$ cat config.mk
export PLATFORM = sky130hd
export DESIGN_NAME = ras_recovery
export DESIGN_NICKNAME = d
export VERILOG_FILES = /design/src/rtl/ras_recovery.sv
export SDC_FILE = /design/constraint.sdc
export NUM_CORES = 1
export LEC_CHECK = 0
export CAP_MARGIN = 20
export CORE_ASPECT_RATIO = 0.6
export CORE_MARGIN = 2
export CORE_UTILIZATION = 55
export DETAILED_ROUTE_END_ITERATION = 10
export DONT_BUFFER_PORTS = 1
export PLACE_DENSITY = 0.79
export SETUP_SLACK_MARGIN = 0.05
export SYNTH_ARGS = -nofsm -noshare
export SYNTH_HDL_FRONTEND = slang
export SYNTH_SLANG_ARGS = --single-unit
$ cat constraint.sdc
create_clock -name clk_i -period 5.33 [get_ports clk_i]
set_input_delay 0.7995 -clock clk_i [delete_from_list [all_inputs] [get_ports clk_i]]
set_output_delay 0.7995 -clock clk_i [all_outputs]
set_load 0.01 [all_outputs]
$ cat src/rtl/ras_recovery.sv
// Back-end shadow of the fetch RAS: logs speculative pops, retires them in order
// with target checking, and replays unretired pops youngest-first after a flush.
package ceres_param;
  localparam int unsigned XLEN = 32;
  typedef struct packed {
    logic            valid;
    logic [XLEN-1:0] data;
  } ras_t;
endpackage

module ras_recovery
  import ceres_param::*;
#(
  parameter int unsigned DEPTH = 8,
  parameter int unsigned CNT_W = $clog2(DEPTH + 1)
) (
  input  logic             clk_i,
  input  logic             rst_i,
  input  logic             pop_valid_i,
  input  logic [XLEN-1:0]  pop_data_i,
  input  logic             pop_hit_i,
  input  logic             retire_valid_i,
  input  logic [XLEN-1:0]  retire_target_i,
  input  logic             flush_i,
  output ras_t             restore_o,
  output logic             busy_o,
  output logic             mismatch_o,
  output logic             overflow_o,
  output logic [CNT_W-1:0] count_o
);

  localparam int unsigned PTR_W = (DEPTH > 1) ? $clog2(DEPTH) : 1;

  typedef enum logic {S_IDLE, S_REPLAY} state_t;

  state_t            r_state;
  logic [XLEN-1:0]   r_data [DEPTH];
  logic              r_hit  [DEPTH];
  logic [PTR_W-1:0]  r_head;
  logic [PTR_W-1:0]  r_tail;
  logic [CNT_W-1:0]  r_count;
  ras_t              r_restore;
  logic              r_busy;
  logic              r_mismatch;
  logic              r_overflow;

  logic              w_retire;
  logic              w_record;
  logic              w_full;
  logic              w_miss;
  logic [PTR_W-1:0]  w_head_ret;
  logic [PTR_W-1:0]  w_tail_dec;
  logic [CNT_W-1:0]  w_cnt_ret;

  function automatic logic [PTR_W-1:0] ptr_inc(input logic [PTR_W-1:0] p);
    return (p == PTR_W'(DEPTH - 1)) ? '0 : p + 1'b1;
  endfunction

  function automatic logic [PTR_W-1:0] ptr_dec(input logic [PTR_W-1:0] p);
    return (p == '0) ? PTR_W'(DEPTH - 1) : p - 1'b1;
  endfunction

  // Retire is resolved first; flush and record then see the post-retire view.
  always_comb begin
    w_retire   = retire_valid_i && (r_count != '0);
    w_head_ret = w_retire ? ptr_inc(r_head) : r_head;
    w_cnt_ret  = w_retire ? r_count - 1'b1 : r_count;
    w_record   = pop_valid_i && !flush_i;
    w_full     = (w_cnt_ret == CNT_W'(DEPTH));
    w_miss     = w_retire && (!r_hit[r_head] || (r_data[r_head] != retire_target_i));
    w_tail_dec = ptr_dec(r_tail);
  end

  always_ff @(posedge clk_i) begin
    if (rst_i) begin
      r_state    <= S_IDLE;
      r_head     <= '0;
      r_tail     <= '0;
      r_count    <= '0;
      r_restore  <= '0;
      r_busy     <= 1'b0;
      r_mismatch <= 1'b0;
      r_overflow <= 1'b0;
    end else begin
      case (r_state)
        S_IDLE: begin
          r_restore.valid <= 1'b0;
          r_busy          <= 1'b0;
          r_mismatch      <= w_miss;
          r_overflow      <= w_record && w_full;
          r_head          <= w_head_ret;
          r_count         <= w_cnt_ret;
          if (flush_i) begin
            // The flush edge already emits the first replay so valid starts next cycle.
            if (w_cnt_ret != '0) begin
              r_mismatch      <= 1'b0;
              r_restore.valid <= 1'b1;
              r_restore.data  <= r_data[w_tail_dec];
              r_tail          <= w_tail_dec;
              r_count         <= w_cnt_ret - 1'b1;
              r_busy          <= 1'b1;
              r_state         <= S_REPLAY;
            end
          end else if (pop_valid_i) begin
            r_data[r_tail] <= pop_data_i;
            r_hit[r_tail]  <= pop_hit_i;
            r_tail         <= ptr_inc(r_tail);
            if (w_full) begin
              r_head <= ptr_inc(w_head_ret);
            end else begin
              r_count <= w_cnt_ret + 1'b1;
            end
          end
        end
        S_REPLAY: begin
          r_mismatch <= 1'b0;
          r_overflow <= 1'b0;
          if (r_count != '0) begin
            r_restore.valid <= 1'b1;
            r_restore.data  <= r_data[w_tail_dec];
            r_tail          <= w_tail_dec;
            r_count         <= r_count - 1'b1;
            r_busy          <= 1'b1;
          end else begin
            r_restore.valid <= 1'b0;
            r_busy          <= 1'b0;
            r_state         <= S_IDLE;
          end
        end
        default: r_state <= S_IDLE;
      endcase
    end
  end

  assign restore_o  = r_restore;
  assign busy_o     = r_busy;
  assign mismatch_o = r_mismatch;
  assign overflow_o = r_overflow;
  assign count_o    = r_count;

endmodule

==> Word level (Yosys, flattened, before mapping) <==
Memories as Yosys holds them, arrays and structs flattened. A register that Yosys moved wholly into a read port is not among the register bits.
Index checks and enable logic that the tools add are counted.
{ "classes": {"mux": 41, "add_sub_neg": 7, "n_eq_ne": 10, "bitwise": 1, "reduce_logical": 12} }
{ "op_table": {"columns": ["cell", "n"], "rows": [
  ["33-bit 2-to-1 mux", 2],
  ["33-bit case mux with 2 select lines", 1],
  ["3-bit 2-to-1 mux", 16],
  ["32-bit 2-to-1 mux", 1],
  ["32-bit inequality test", 1],
  ["4-bit 2-to-1 mux", 6],
  ["1-bit 2-to-1 mux", 10],
  ["3-bit by 1-bit adder with 3-bit output, second input constant", 3],
  ["3-bit equality test, second input constant", 3],
  ["4-bit case mux with 2 select lines", 1],
  ["4-bit nonzero test", 2],
  ["4-bit by 1-bit subtractor with 4-bit output, second input constant", 2],
  ["3-bit inequality test, second input constant", 2],
  ["1-bit case mux with 2 select lines", 3],
  ["3-bit case mux with 2 select lines", 1],
  ["3-bit AND reduction", 2],
  ["4-bit by 1-bit adder with 4-bit output, second input constant", 1],
  ["4-bit equality test, second input constant", 1],
  ["1-bit logical AND", 4],
  ["2-bit inequality test, second input constant", 2],
  ["3-bit logical NOT", 1],
  ["3-bit by 1-bit subtractor with 3-bit output, second input constant", 1],
  ["1-bit logical NOT", 2],
  ["2-bit by 1-bit inequality test with 1-bit output, second input constant", 1],
  ["2 further kinds", 2]
]} }
{ "word_totals": {"ram_bits": 264, "regBits": 46, "n_memories": 2, "elab_cells": 81, "out_inout_bits": 40, "in_bits": 70} }
{ "memory_table": {"columns": ["name", "depth", "word_bits", "read_ports", "rd_ports_with_merged_regs", "wr", "line_no", "text"], "rows": [
  ["r_data", 8, 32, 2, 1, 1, "37", "logic [XLEN-1:0] r_data [DEPTH];"],
  ["r_hit", 8, 1, 1, 1, 1, "38", "logic r_hit [DEPTH];"]
]} }

==> Longest topological paths before layout <==
{ "logic_depth": {"ltp_word": 10, "ltp_mapped": 14, "depth_no_buf": 12} }

==> Worst setup path before layout <==
Ideal clock, no wire load.
{ "synth_timing": {"kind": "input-to-reg", "from": "input flush_i", "to": "memory r_data[1][0], enable pin", "required_ns": 4.866, "setup_ns": 0.464, "n_path_buf": 1, "path_slack_ns": 1.043, "arrival_time_ns": 3.823, "stages": 6, "path_cell_list": "clkbuf_1 > inv_1 > nand2_1 > nor3_1 > nand2_1 > nor3_1"} }
{ "synth_via": {"elab_chain_len": 4} }
{ "synth_rtl": {"columns": ["item", "line_no", "text"], "rows": [
  ["start, declared", "24", "input logic flush_i,"],
  ["1-bit 2-to-1 mux", "93", "if (flush_i) begin"],
  ["1-bit 2-to-1 mux", "85", "case (r_state)"],
  ["1-bit 2-to-1 mux", "75", "if (rst_i) begin"],
  ["1-bit 2-to-1 mux (not written as such)", "105", "r_data[r_tail] <= pop_data_i;"],
  ["end, declared", "37", null]
]} }
No other way between the ends.

==> Worst setup path in the final report <==
{ "layout_timing": {"from": "register r_count[0] (netlist: count_o[0])", "to": "register r_restore, in the netlist restore_o[23]"} }
{ "layout_via": {"elab_chain_len": 6} }
{ "layout_rtl": {"columns": ["item", "line_no", "text"], "rows": [
  ["start, declared", "41", "logic [CNT_W-1:0] r_count;"],
  ["start signal, assigned", "92", "r_count <= w_cnt_ret;"],
  ["start signal, assigned", "100", "r_count <= w_cnt_ret - 1'b1;"],
  ["start signal, assigned", "111", "r_count <= w_cnt_ret + 1'b1;"],
  ["branches (longest 5 deep; another with 4-bit by 1-bit subtractor with 4-bit output)", null, null],
  ["3-bit AND reduction (no source line) *", null, null],
  ["end, declared", "42", "ras_t r_restore;"]
]} }
Every way passes the cells marked *.
A chain may end at the register's enable or synchronous reset.

==> results.txt <==
mapped cell area: 0.0145 mm²
Crit. End Element: register
Clock Tree Buf Depth: 3
pwr dens: 519 mW/mm²
Root Buffer: clkbuf_16
Sink Count: 312
final slew viol count: 0
CP Depth: 12
CP Launch Type: register
setup TNS: 0 ps
max-cap viol count: 0
worst min path class: in2reg
Syn Inst Count: 823
Synth area leaders: edfxtp_1, mux4_2, dfxtp_1
CP arrival: 4380 ps
Critical R2R Launch: count_o[0]
multiplexer area fraction after synthesis: 25.3%
Final Hold Viols: 0
antenna-violating nets left: 0
DRT Pass-1 Iters: 7
routed via count: 8016
Peak VDD IR: 0.327 mV
Clock Latency Late Sink: 550 ps
RSZ-0062 raised after global routing: no
Die H: 130 µm
r2r setup slk: 1380 ps
fin crit share: 74.1%
main combinational cell family by area after synthesis: multiplexers
Residual DRC: 0
post-cts resize count: 0
WS Path Type: reg2reg
chip width: 213 µm
dpl cell area: 0.0149 mm²
CTS clk-pin slew, worst paths: 70 ps
Seq/Total Area, Yosys: 61.4%
endpoints failing setup: 0
min Tclk post-route: 3950 ps
Syn. warnings: 0
most frequent cells in the layout: edfxtp_1, mux4_2, mux2i_1, dfxtp_1, nor2_1
final instance area: 0.0158 mm²
Leak: 5.15 nW
Worst Reg-to-Reg Cells: 12
asr flop ratio synth: 0%
adder-cell area share of the yosys netlist: 1.04%
via-per-instance ratio: 6.71
HPWL Detailed: 21.7 mm
CP endpoint: restore_o[23]
CTS tree: built
vias in the first global route: 8041
status: finished, final reports clean
CP required: 5760 ps
Starting Density: 56.6%
Synth Area in Compound Gates: 3.41%
GRT Total Usage: 25.1%
number of synthesized flops with an enable pin: 264
first-pass GRT wire length: 50.7 mm
Yosys top cell by area: edfxtp_1
top cell type's share of synthesized area: 54.8%
port bufs: 0
global route total overflow: 0
library cells used by synthesis: 51
CP most frequent cell: ha_1
syn avg cell area: 17.6 µm²
CP delay by family, top: compound AO/OA/AOI/OAI gates
CTS Buf Count: 28
Final Net Count: 902
# hold bufs at CTS: 0
ant diodes: 0
drt initial violations: 1084
commonest non-fill, non-tap cell in the layout: edfxtp_1
Register Area: 0.00889 mm²
setup skew after layout: 15.1 ps
DRT Wirelength: 34.0 mm
Worst Setup SP: count_o[0]
xor-xnor portion of the synthesized cell area: 2.18%
slowest CP cell: o21ai_4
proportion of layout cells with a drive suffix above 1: 23.6%
Setup Fix Bufs, Post-CTS: 0
Simple-Gate Fraction of Synth Area: 4.24%
die area: 0.0277 mm²
crit-path max FO: 41
Worst path max stage delay: 560 ps
WP buf/inv: 2
Layout area overhead: 9.46%
Slew @ Worst Pin: 1090 ps
WL/cell: 28.5 µm
core area: 0.0256 mm²
fill cell count: 1796
initial antenna violation count: 0
Max-Slew Margin vs Limit: 27.0%
hold_sp: rst_i
RePlAce Congestion: 0.857
crit-path cells: inv_1, ha_1, or3b_1, nand2_4, a21oi_1, ha_1, nand2_1, o21ai_1, o21ai_4, buf_4, nor2_1, a211oi_1
FF+latch count, synth: 312
Main synth FF type: edfxtp_1
pin count of the biggest net entering global routing: 46
FP Rows: 45
multi-input logic area: 0.00534 mm²
H-tree levels: 1
I/O pin cnt: 110
Syn Nets: 905
Reg-to-Reg End: restore_o[23]
fmax: 253 MHz
logic make-up (layout without fill, tap and decap cells):
family | count (synthesis) | in the layout
AO/OA/AOI/OAI | 70 | 70
XOR/XNOR | 36 | 36
adder cells (fa/ha/maj) | 12 | 12
buffers and inverters | 66 | 85
flip-flops | 312 | 312
multiplexers | 201 | 201
AND/OR/NAND/NOR | 126 | 126
sequential cells by signal, indices dropped and copies added (netlist names), named ones only:
signal,count
r_data,256
restore_o,33
r_hit,8
count_o,4
r_head,3
r_tail,3
mismatch_o,1
overflow_o,1
metal layers:
layer | global-route usage (%) | vias to the layer above | share of wire (%)
met5 | 0 | - | 0
met4 | 4.86 | 0 | 1.7
li1 | - | 3357 | -
met2 | 40.1 | 410 | 47
met3 | 7.10 | 55 | 10
met1 | 35.1 | 4194 | 41
metrics by stage:
step	std cells	util, %	hold slack (ps)	worst slack (ps)	total power, mW
after floorplan	823	-	501	1040	5.56
after global placement	1138	58.2	514	1840	6.14
after detailed placement	1140	58.3	519	1550	6.27
after CTS	1192	61.8	294	1460	8.23
after global routing	1194	62.0	296	1230	8.58
final	1194	62.0	320	1380	8.22
report_power, final:
group | internal (mW) | switching (mW) | leakage (nW) | total [mW]
Clock | 1.09 | 0.902 | 0.432 | 1.99
Sequential | 2.84 | 0.321 | 2.78 | 3.16
Combinational | 1.47 | 1.60 | 1.95 | 3.07
Total | 5.40 | 2.82 | 5.15 | 8.22
cells in the mapped netlist (3+ instances only):
master,number
mux2i_1,72
nor2b_1,6
mux4_1,19
o21ai_0,8
a211oi_1,33
clkbuf_1,15
dfxtp_1,48
edfxtp_1,264
mux4_2,107
mux2_2,3
a22oi_1,4
nor2_1,49
xnor2_1,23
nor3_1,10
buf_1,9
xor2_1,13
buf_6,6
a21oi_1,10
buf_2,21
nand4_1,7
nand2_1,29
ha_1,12
nand2b_1,8
inv_1,10
buf_4,4
worst min-delay path by stage:
stage | end | slack (ps) | depth (start not counted)
after floorplan | register | 500 | 2
after global placement | register | 510 | 2
after detailed placement | register | 520 | 2
after CTS | restore_o[6] | 290 | 1
after global routing | restore_o[1] | 300 | 1
final | restore_o[0] | 320 | 1
area by class of cell:
type / count / share of cell area (%)
tap: 352 / 2.78
timing repair buffer: 23 / 1.48
clock buffer: 30 / 4.60
multi-input combinational: 445 / 33.7
clock inverter: 22 / 1.07
inverter: 10 / 0.237
sequential: 312 / 56.1
Power figures use the tool's default switching activity.
